File: src/rtl/arm_multicycle_ctrl_pkg.sv
// Shared encodings for the multicycle ARM control FSM: state codes, opcode
// classes and datapath select values used by the controller and its timer.
package arm_multicycle_ctrl_pkg;

  typedef enum logic [3:0] {
    S_IDLE     = 4'd0,
    S_FETCH    = 4'd1,
    S_DECODE   = 4'd2,
    S_MEMADR   = 4'd3,
    S_MEMREAD  = 4'd4,
    S_MEMWB    = 4'd5,
    S_MEMWRITE = 4'd6,
    S_EXECR    = 4'd7,
    S_EXECI    = 4'd8,
    S_ALUWB    = 4'd9,
    S_BRANCH   = 4'd10,
    S_FAULT    = 4'd11
  } state_t;

  localparam logic [1:0] OP_DP    = 2'b00;
  localparam logic [1:0] OP_MEM   = 2'b01;
  localparam logic [1:0] OP_BR    = 2'b10;
  localparam logic [1:0] OP_UNDEF = 2'b11;

  localparam logic       ADR_PC     = 1'b0;
  localparam logic       ADR_ALUOUT = 1'b1;
  localparam logic       SRCA_REG   = 1'b0;
  localparam logic       SRCA_PC    = 1'b1;
  localparam logic [1:0] SRCB_REG   = 2'b00;
  localparam logic [1:0] SRCB_IMM   = 2'b01;
  localparam logic [1:0] SRCB_FOUR  = 2'b10;
  localparam logic [1:0] RES_ALUOUT    = 2'b00;
  localparam logic [1:0] RES_READDATA  = 2'b01;
  localparam logic [1:0] RES_ALURESULT = 2'b10;

  // cmd[3:2] of TST/TEQ/CMP/CMN: flags only, no register result
  localparam logic [1:0] CMD_TEST_CLASS = 2'b10;

  function automatic logic is_mem_state(input state_t s);
    return (s == S_FETCH) || (s == S_MEMREAD) || (s == S_MEMWRITE);
  endfunction

endpackage

File: src/rtl/mem_wait_timer.sv
// Counts consecutive memory-wait cycles; expired flags the cycle in which the
// MAX-th wait would be counted so the FSM can leave for FAULT on that edge.
module mem_wait_timer #(
  parameter int unsigned MAX = 15
) (
  input  logic clk,
  input  logic rst_n,
  input  logic clr,
  input  logic tick,
  output logic expired
);

  logic [7:0] count;

  always_ff @(posedge clk or negedge rst_n) begin
    if (!rst_n)    count <= '0;
    else if (clr)  count <= '0;
    else if (tick) count <= count + 8'd1;
  end

  assign expired = tick && (count == 8'(MAX - 1));

endmodule

File: src/rtl/arm_multicycle_ctrl.sv
// Main control FSM of the multicycle ARM datapath (fetch/decode/execute/mem/wb).
// Define CTRL_PERF_EN to build the retired-instruction counter; otherwise instr_count is 0.
module arm_multicycle_ctrl
  import arm_multicycle_ctrl_pkg::*;
#(
  parameter int unsigned MEM_WAIT_MAX = 15,
  parameter int unsigned CNT_W        = 32
) (
  input  logic             clk,
  input  logic             rst_n,
  input  logic [1:0]       op,
  input  logic [5:0]       funct,
  input  logic [3:0]       rd,
  input  logic             cond_ex,
  input  logic             mem_ready,
  output logic             mem_req,
  output logic             mem_write,
  output logic             adr_src,
  output logic             ir_write,
  output logic             pc_write,
  output logic             reg_write,
  output logic             flag_write,
  output logic             alu_src_a,
  output logic [1:0]       alu_src_b,
  output logic             alu_op,
  output logic [1:0]       result_src,
  output logic             fault,
  output logic [CNT_W-1:0] instr_count,
  output state_t           dbg_state
);

  state_t state, state_next;
  logic   in_mem, expired, wb_to_pc;
  logic   unused_funct;

  assign unused_funct = ^funct[2:1];
  assign in_mem       = is_mem_state(state);
  assign wb_to_pc     = (rd == 4'd15);
  assign dbg_state    = state;
  assign fault        = (state == S_FAULT);

  // A completed access also clears, so the next memory state starts from zero.
  mem_wait_timer #(.MAX(MEM_WAIT_MAX)) u_timer (
    .clk     (clk),
    .rst_n   (rst_n),
    .clr     (!in_mem || mem_ready),
    .tick    (in_mem && !mem_ready),
    .expired (expired)
  );

  always_ff @(posedge clk or negedge rst_n) begin
    if (!rst_n) state <= S_IDLE;
    else        state <= state_next;
  end

  always_comb begin
    state_next = state;
    mem_req    = 1'b0;
    mem_write  = 1'b0;
    adr_src    = ADR_PC;
    ir_write   = 1'b0;
    pc_write   = 1'b0;
    reg_write  = 1'b0;
    flag_write = 1'b0;
    alu_src_a  = SRCA_REG;
    alu_src_b  = SRCB_REG;
    alu_op     = 1'b0;
    result_src = RES_ALUOUT;
    case (state)
      S_IDLE: state_next = S_FETCH;
      S_FETCH: begin
        mem_req    = 1'b1;
        alu_src_a  = SRCA_PC;
        alu_src_b  = SRCB_FOUR;
        result_src = RES_ALURESULT;
        // mem_ready is tested first so completion beats a coincident timeout
        if (mem_ready) begin
          ir_write   = 1'b1;
          pc_write   = 1'b1;
          state_next = S_DECODE;
        end else if (expired) begin
          state_next = S_FAULT;
        end
      end
      S_DECODE: begin
        alu_src_a = SRCA_PC;
        alu_src_b = SRCB_FOUR;
        case (op)
          OP_DP:   state_next = funct[5] ? S_EXECI : S_EXECR;
          OP_MEM:  state_next = S_MEMADR;
          OP_BR:   state_next = S_BRANCH;
          default: state_next = S_FAULT;
        endcase
      end
      S_MEMADR: begin
        alu_src_b  = SRCB_IMM;
        state_next = funct[0] ? S_MEMREAD : S_MEMWRITE;
      end
      S_MEMREAD: begin
        mem_req = 1'b1;
        adr_src = ADR_ALUOUT;
        if (mem_ready)    state_next = S_MEMWB;
        else if (expired) state_next = S_FAULT;
      end
      S_MEMWRITE: begin
        mem_req   = 1'b1;
        mem_write = 1'b1;
        adr_src   = ADR_ALUOUT;
        if (mem_ready)    state_next = S_FETCH;
        else if (expired) state_next = S_FAULT;
      end
      S_EXECR, S_EXECI: begin
        alu_src_b  = (state == S_EXECI) ? SRCB_IMM : SRCB_REG;
        alu_op     = 1'b1;
        flag_write = funct[0] & cond_ex;
        state_next = (funct[4:3] == CMD_TEST_CLASS) ? S_FETCH : S_ALUWB;
      end
      S_ALUWB, S_MEMWB: begin
        result_src = (state == S_MEMWB) ? RES_READDATA : RES_ALUOUT;
        pc_write   = cond_ex & wb_to_pc;
        reg_write  = cond_ex & ~wb_to_pc;
        state_next = S_FETCH;
      end
      S_BRANCH: begin
        alu_src_b  = SRCB_IMM;
        result_src = RES_ALURESULT;
        pc_write   = cond_ex;
        state_next = S_FETCH;
      end
      S_FAULT: state_next = S_FAULT;
      default: state_next = S_FAULT;
    endcase
  end

`ifdef CTRL_PERF_EN
  logic             retire;
  logic [CNT_W-1:0] count_q;

  // Retire = any arrival in FETCH except the IDLE start-up and FETCH holds.
  assign retire = (state_next == S_FETCH) && (state != S_FETCH) && (state != S_IDLE);

  always_ff @(posedge clk or negedge rst_n) begin
    if (!rst_n)      count_q <= '0;
    else if (retire) count_q <= count_q + CNT_W'(1);
  end

  assign instr_count = count_q;
`else
  assign instr_count = '0;
`endif

endmodule

File: config.mk
export PLATFORM = sky130hd
export DESIGN_NAME = arm_multicycle_ctrl
export DESIGN_NICKNAME = d
export VERILOG_FILES = /design/src/rtl/arm_multicycle_ctrl_pkg.sv /design/src/rtl/mem_wait_timer.sv /design/src/rtl/arm_multicycle_ctrl.sv
export SDC_FILE = /design/constraint.sdc
export NUM_CORES = 1
export LEC_CHECK = 0
export BUFFER_PORTS_ARGS = -buffer_cell sky130_fd_sc_hd__buf_4
export CAP_MARGIN = 20
export CORE_ASPECT_RATIO = 1.25
export CORE_MARGIN = 10
export CORE_UTILIZATION = 44
export DETAILED_ROUTE_END_ITERATION = 12
export GPL_ROUTABILITY_DRIVEN = 0
export PLACE_DENSITY = 0.83
export SLEW_MARGIN = 20
export SYNTH_ARGS = -nofsm -noshare
export SYNTH_HDL_FRONTEND = slang
export SYNTH_SLANG_ARGS = --single-unit
export TNS_END_PERCENT = 5
File: constraint.sdc
create_clock -name clk -period 1.7 [get_ports clk]
set_input_delay 0.17 -clock clk [delete_from_list [all_inputs] [get_ports clk]]
set_output_delay 0.17 -clock clk [all_outputs]
set_load 0.1 [all_outputs]
=== Word-level counts from Yosys, hierarchy flattened ===
Cells that the tools add are included.

* Bits of input ports: 16
* Output and inout bits: 50
* Register bits after elaboration: 12

* Equal/unequal tests: 16
* Bitwise operators: 4
* Reductions and logical operators: 18
* $add $sub $neg: 1
* Mux-type cells: 25

{| class="wikitable"
|+ Operators with widths
! cell !! number
|-
| 4-bit case mux with 7 select lines || 1
|-
| 4-bit 2-to-1 mux || 6
|-
| 4-bit equality test (second input constant) || 5
|-
| 4-bit by 3-bit equality test with 1-bit output (second input constant) || 4
|-
| 8-bit 2-to-1 mux || 2
|-
| 4-bit case mux with 3 select lines || 1
|-
| 2-bit OR reduction || 6
|-
| 1-bit 2-to-1 mux || 11
|-
| 8-bit by 1-bit adder with 8-bit output (second input constant) || 1
|-
| 4-bit by 2-bit equality test with 1-bit output (second input constant) || 2
|-
| 8-bit by 4-bit equality test with 1-bit output (second input constant) || 1
|-
| 2-bit case mux with 3 select lines || 1
|-
| 2-bit equality test (second input constant) || 2
|-
| 4-bit by 1-bit equality test with 1-bit output (second input constant) || 1
|-
| 4-bit zero test || 1
|-
| 2-bit case mux with 2 select lines || 1
|-
| 4-bit OR reduction || 1
|-
| 1-bit bitwise AND || 3
|-
| 1-bit logical OR || 3
|-
| 1-bit case mux with 3 select lines || 1
|-
| 3-bit OR reduction || 1
|-
| 2-bit by 1-bit equality test with 1-bit output (second input constant) || 1
|-
| 1-bit logical AND || 2
|-
| 1-bit zero test || 2
|-
| 4 further kinds || 4
|}

=== Longest topological paths before layout ===
Gate-level depths: netlist (run 1).

* Word-level depth: 8
* Depth in mapped cells: 6

=== Cells and area by module ===
From an unflattened synthesis (run 1), not the netlist that was laid out.

* Cell total of the unflattened synthesis: 155
* Area total of the unflattened synthesis: 1243.7 um^2

{| class="wikitable"
|+ Modules (own cells, without submodules)
! module !! seq. area each (um^2) !! cells each !! instances !! area each (um^2)
|-
| arm_multicycle_ctrl || 100.1 || 114 || 1 || 833.3
|-
| mem_wait_timer || 200.2 || 41 || 1 || 410.4
|}

=== Worst setup path before layout (run 1) ===
No wires, ideal clock.

* Kind: reg2out
* Start point: reg state[0], in the netlist dbg_state[0]
* End point: out alu_src_b[1]
* Data arrival time: 4.107 ns
* Stages on the path, launching flop included: 6
* Path slack: -2.577 ns
* Buffers on the path: 3
* Cell sequence: dfrtp_1 buf_4 buf_2 xnor2_1 nor3_1 buf_4

* Cells in the longest elaborated chain, start to end: 3
* Elaborated cells on any way between the ends: 10
* Classes of those cells: 6 x eq/ne; 1 x mux; 3 x reduce/logical

{| class="wikitable"
|+ RTL lines
! item !! line !! source
|-
| start, declared || arm_multicycle_ctrl.sv:32 || <nowiki>state_t state, state_next;</nowiki>
|-
| start signal, assigned || arm_multicycle_ctrl.sv:53 || <nowiki>else state <= state_next;</nowiki>
|-
| 4-bit equality test, or another cell as far along || arm_multicycle_ctrl.sv:69 || <nowiki>case (state)</nowiki>
|-
| 2-bit OR reduction, on equally long branches || -- ||
|-
| 2-bit case mux with 3 select lines (*) || arm_multicycle_ctrl.sv:69 ||
|-
| end, declared || arm_multicycle_ctrl.sv:24 || <nowiki>output logic [1:0] alu_src_b,</nowiki>
|}

Mark *: on every way between the ends. The rest lies on a longest branch, timed or not.

=== Worst setup path after layout (run 1) ===
* Start point: reg state[0], in the netlist dbg_state[0]
* End point: out pc_write

* Cells in the longest elaborated chain, start to end: 3
* Elaborated cells on any way between the ends: 6
* Classes of those cells: 4 x eq/ne; 1 x mux; 1 x reduce/logical

{| class="wikitable"
|+ RTL lines
! item !! line !! source
|-
| 4-bit by 3-bit equality test with 1-bit output / 4-bit equality test (equally long branches) || arm_multicycle_ctrl.sv:69 ||
|-
| 2-bit OR reduction || arm_multicycle_ctrl.sv:69 ||
|-
| 1-bit case mux with 3 select lines (*) || arm_multicycle_ctrl.sv:69 ||
|-
| end, declared || arm_multicycle_ctrl.sv:20 || <nowiki>output logic pc_write,</nowiki>
|}

Marked as above.

==> results.toml, run 1 <==
[routing]
ant_nets = 0
avgRoutedWirePerCell_um = 17.1
drt_iter0_markers = 73
drc = 0
avgViaCountPerCell = 5.23
via_count = 1229
drt_wl_total_um = 4020
dr.pass1.iters = 5

[timing]
report.final.slew_viol_count = 0
fmax_ghz = 0.548
clock_skew_ps = 7.57
min_period_ps = 1820
worst_slack_ps = -125
rsz0062_at_grt = "true"
fin_crit_sh_pct = 107
finalHoldViolCount = 0
holdWs_ps = 242
setup_viol = 8

[worst_hold_path]
min_path_type = "in2async"

[floorplan]
rows = 21
die_height_um = 78.4
core_area_mm2 = 0.00265
die_width_um = 66.7
start_util_pct = 45.3
num_io_pins = 66
die_area_mm2 = 0.00523

[synthesis]
postSynth.asyncResetShare_pct = 100
synth-seq-cells = 12
yosysSeqAreaShare_pct = 25.0
syn_inst = 151
synth_area_mm2 = 0.00120
synth_cell_types = 38
ys.flop_type = "dfrtp_1"
synth.yosys.warnings = 0
synth_edf_count = 0
avgSynthCellArea_um2 = 7.95

[global_routing]
grt_pass1_vias = 1160
grt_usage_pct = 13.0
grt_pass1_wl_um = 5570
antenna_found_initial = 0
grt_max_degree = 13
grt_overflow = 0

[setup_path]
critPathMaxFanout = 8
arrival_ps = 1650
rr_endpoint = "dbg_state[1]$_DFF_PN0_"
r2r-start = "dbg_state[1]$_DFF_PN0_"
cp.required_ps = 1530
cp-end-kind = "primary output"
startpoint_type = "flip-flop"
crit_type = "reg2out"
reg2reg_depth = 6
reg2reg_slack_ps = 10

[finish]
finalNetCount = 222
drive_above_1_share_pct = 41.8
mostFrequentLayoutCells = "buf_4, conb_1, nor2_1"
n_antenna_cell = 0
final_common_cell = "buf_4"
areaGrowthSynthToFinish_pct = 49.1
fillers = 181
regArea_um2 = 310
multiInputGateArea_um2 = 825

[clock_network]
clockBufferDepth = 2
cts_tree = "done"
htreeDepth = 1
cts_sinks = 12
clk-insertion-delay-late_ps = 290
clkTransAtPathRegs_ps = 80
numCtsBuffers = 3
root_buffer = "clkbuf_4"

[placement]
hpwl_um = 2370
dp_slack_ps = 105
port_buffers = 31

[status]
status = "finished with violations"
violations = "negative setup slack"

[job]
maxCapViolCount = 0
==> repair_timing <==
| item | 4_1_cts | 5_1_grt |
|---|---|---|
| gates cloned | 0 | 0 |
| hold buffers | 1 | 0 |
| setup buffers | 13 | 4 |
| endpoints found under the setup margin | 12 | 13 |
| gates resized for setup | 40 | 16 |
| pin swaps | 8 | 6 |
| hold endpoints to repair | 12 | 0 |
==> sequential cells by signal, indices dropped and copies added, names as in the netlist <==
name	cells
u_timer.count	8
dbg_state	4
==> final cells by class <==
cell class / count / area share (%)
Clock buffer: 4 / 2.03
Inverter: 5 / 1.05
Multi-Input combinational cell: 126 / 46.1
Sequential cell: 12 / 17.3
Tap cell: 34 / 2.38
Timing Repair Buffer: 54 / 31.2
==> synth_stat cells, drive strengths merged, types with 4 or more instances <==
library cell	count	share of area, %
nor2	18	5.6
ha	4	4.2
nand4	4	2.1
xor2	4	2.9
a21oi	9	3.7
o21ai	4	1.7
nand2b	8	4.2
inv	5	1.6
buf	38	23
nand3	4	1.7
dfrtp	12	25
nand2	7	2.2
==> through the flow <==
stage          instance area (µm²)  instances  utilization [%]  setup TNS [ps]
2_1_floorplan                 1390        182                -          -15080
3_3_place_gp                  1410        213             53.0               0
3_5_place_dp                  1410        213             53.0               0
4_1_cts                       1700        231             63.9            -224
5_1_grt                       1790        235             67.5           -1150
6_report                      1790        235             67.5            -615
==> routing by layer <==
| metal | up-vias | wire length (µm) | global-route usage, % |
|---|---|---|---|
| met4 | 0 | 87 | 4.41 |
| li1 | 549 | - | - |
| met3 | 8 | 381 | 2.41 |
| met5 | - | 0 | 0 |
| met2 | 89 | 2090 | 22.3 |
| met1 | 583 | 1460 | 15.3 |
==> logic make-up after synthesis <==
logic type | count (synthesis) | share of synthesized area, %
buffers and inverters | 44 | 25.0
AO/OA/AOI/OAI | 27 | 15.0
XOR/XNOR | 7 | 5.10
flip-flops | 12 | 25.0
other | 1 | 0.312
AND/OR/NAND/NOR | 56 | 25.4
adder cells (fa/ha/maj) | 4 | 4.17
==> worst max-delay path, stage by stage, from the launching register on <==
cell and delay [ps]:
dfrtp_4 550, buf_4 160, nor3b_2 160, a31oi_1 70
o22ai_2 210, buf_12 200
==> worst max-delay path by stage <==
| stage | slack, ps | start | end | depth (start not counted) |
|---|---|---|---|---|
| after floorplan | -840 | dbg_state[0]$_DFF_PN0_ | u_timer.count[0]$_DFF_PN0_ | 6 |
| after global placement | 120 | dbg_state[0]$_DFF_PN0_ | flag_write | 4 |
| after detailed placement | 110 | dbg_state[0]$_DFF_PN0_ | flag_write | 4 |
| after CTS | -40 | dbg_state[0]$_DFF_PN0_ | flag_write | 4 |
| after global routing | -170 | dbg_state[3]$_DFF_PN0_ | pc_write | 6 |
| final | -120 | dbg_state[0]$_DFF_PN0_ | pc_write | 5 |
Power of run 1 is left out: the tool's default activity adds up to more than one toggle a clock period on the data nets, which glitch-free logic cannot reach.
==> inputs of run 2 (changes only) <==
Settings changed: CAP_MARGIN 20 to 15, REMOVE_ABC_BUFFERS set to 1.
==> run 2 against run 1 <==
Against the previous run: the run still ends with negative setup slack left; via count decreased by 8.8%; count of clock-buffer cells in the layout is the same; global-route usage shrank 1.4 points; clock skew is 4.1 ps higher.
==> results.toml, run 2 (same netlist as run 1, synthesis figures left out) <==
[status]
status = "finished with violations"
violations = "negative setup slack"

[routing]
avgViaCountPerCell = 4.94
drc = 0
avgRoutedWirePerCell_um = 16.0
drt_iter0_markers = 56
drt_wl_total_um = 3620
via_count = 1121
ant_nets = 0
dr.pass1.iters = 6

[placement]
port_buffers = 31
hpwl_um = 2460
dp_slack_ps = 134

[clock_network]
clkTransAtPathRegs_ps = 80
numCtsBuffers = 3
root_buffer = "clkbuf_4"
clockBufferDepth = 2
cts_sinks = 12
cts_tree = "done"
clk-insertion-delay-late_ps = 270
htreeDepth = 1

[finish]
largest_register_ffs = 8
fillers = 223
areaGrowthSynthToFinish_pct = 39.4
regArea_um2 = 305
top_register = "u_timer.count"
multiInputGateArea_um2 = 817
final_common_cell = "buf_4"
mostFrequentLayoutCells = "buf_4, conb_1, nor2_1"
n_antenna_cell = 0
finalNetCount = 214
drive_above_1_share_pct = 38.9

[worst_hold_path]
min_path_type = "in2async"

[setup_path]
cp.required_ps = 1530
rr_endpoint = "dbg_state[1]$_DFF_PN0_"
arrival_ps = 1630
critPathMaxFanout = 6
startpoint_type = "flip-flop"
r2r-start = "dbg_state[3]$_DFF_PN0_"
crit_type = "reg2out"
reg2reg_depth = 6
cp-end-kind = "primary output"
reg2reg_slack_ps = 50

[floorplan]
start_util_pct = 45.3
die_width_um = 66.7
core_area_mm2 = 0.00265
die_area_mm2 = 0.00523
num_io_pins = 66
die_height_um = 78.4
rows = 21

[global_routing]
grt_pass1_wl_um = 4950
grt_max_degree = 13
grt_overflow = 0
grt_pass1_vias = 1074
antenna_found_initial = 0
grt_usage_pct = 11.6

[timing]
worst_slack_ps = -98.4
setup_viol = 7
finalHoldViolCount = 0
min_period_ps = 1800
fin_crit_sh_pct = 106
clock_skew_ps = 11.7
fmax_ghz = 0.556
rsz0062_at_grt = "true"
tns_ps = -285
report.final.slew_viol_count = 0

[job]
maxCapViolCount = 0
-- run 2: cell types whose count changed in the layout (fill, tap and decap cells not counted), moves of 2 or more --
cell     change
buf_12       -2
buf_4        -2
buf_6        -3
dfrtp_2      +2
dfrtp_4      -2
-- run 2: layout make-up --
class	instances	share of cell area, %
multi-input cells	126	48.8
repair buffers	46	27.1
flip-flops and latches	12	18.2
well taps	34	2.54
clock buffers	4	2.17
inverters	5	1.12
-- run 2: worst max path at each step --
stage	start	to	depth (start not counted)
floorplan	dbg_state[0]$_DFF_PN0_	alu_src_a	2
global placement	dbg_state[0]$_DFF_PN0_	pc_write	5
detailed placement	dbg_state[3]$_DFF_PN0_	pc_write	5
CTS	dbg_state[3]$_DFF_PN0_	pc_write	5
global route	dbg_state[1]$_DFF_PN0_	pc_write	6
finish	dbg_state[1]$_DFF_PN0_	pc_write	6
-- run 2: per-layer routing --
layer / global-route usage, % / vias to the layer above / share of wire, %
met5: 0 / - / 0
met4: 3.78 / 0 / 0.75
met3: 2.13 / 4 / 6.0
met2: 22.0 / 50 / 56
met1: 12.0 / 532 / 38
li1: - / 535 / -
-- run 2: per-stage QoR --
| step | cells | cell area (µm²) | hold slack (ps) | utilization (%) |
|---|---|---|---|---|
| floorplan | 143 | 1040 | -126 | - |
| global placement | 215 | 1360 | 12.5 | 51.4 |
| detailed placement | 215 | 1360 | 15.9 | 51.4 |
| CTS | 225 | 1560 | 240 | 58.7 |
| global route | 227 | 1670 | 283 | 63.1 |
| finish | 227 | 1670 | 261 | 63.1 |
-- run 2: repair_timing --
action	4_1_cts	5_1_grt
gates resized for setup	31	23
buffers inserted	5	2
endpoints found under the hold margin	12	0
hold buffers	1	0
endpoints found under the setup margin	9	11
pin swaps	2	3
-- run 2: worst max-delay path, stage by stage, from the launching register on --
cell and delay, ps:
dfrtp_2 450, buf_4 130, nand2_2 70, nor3b_2 220, a31oi_2 80, o22ai_4 200, buf_12 200
Power of run 2 is left out for the same reason.
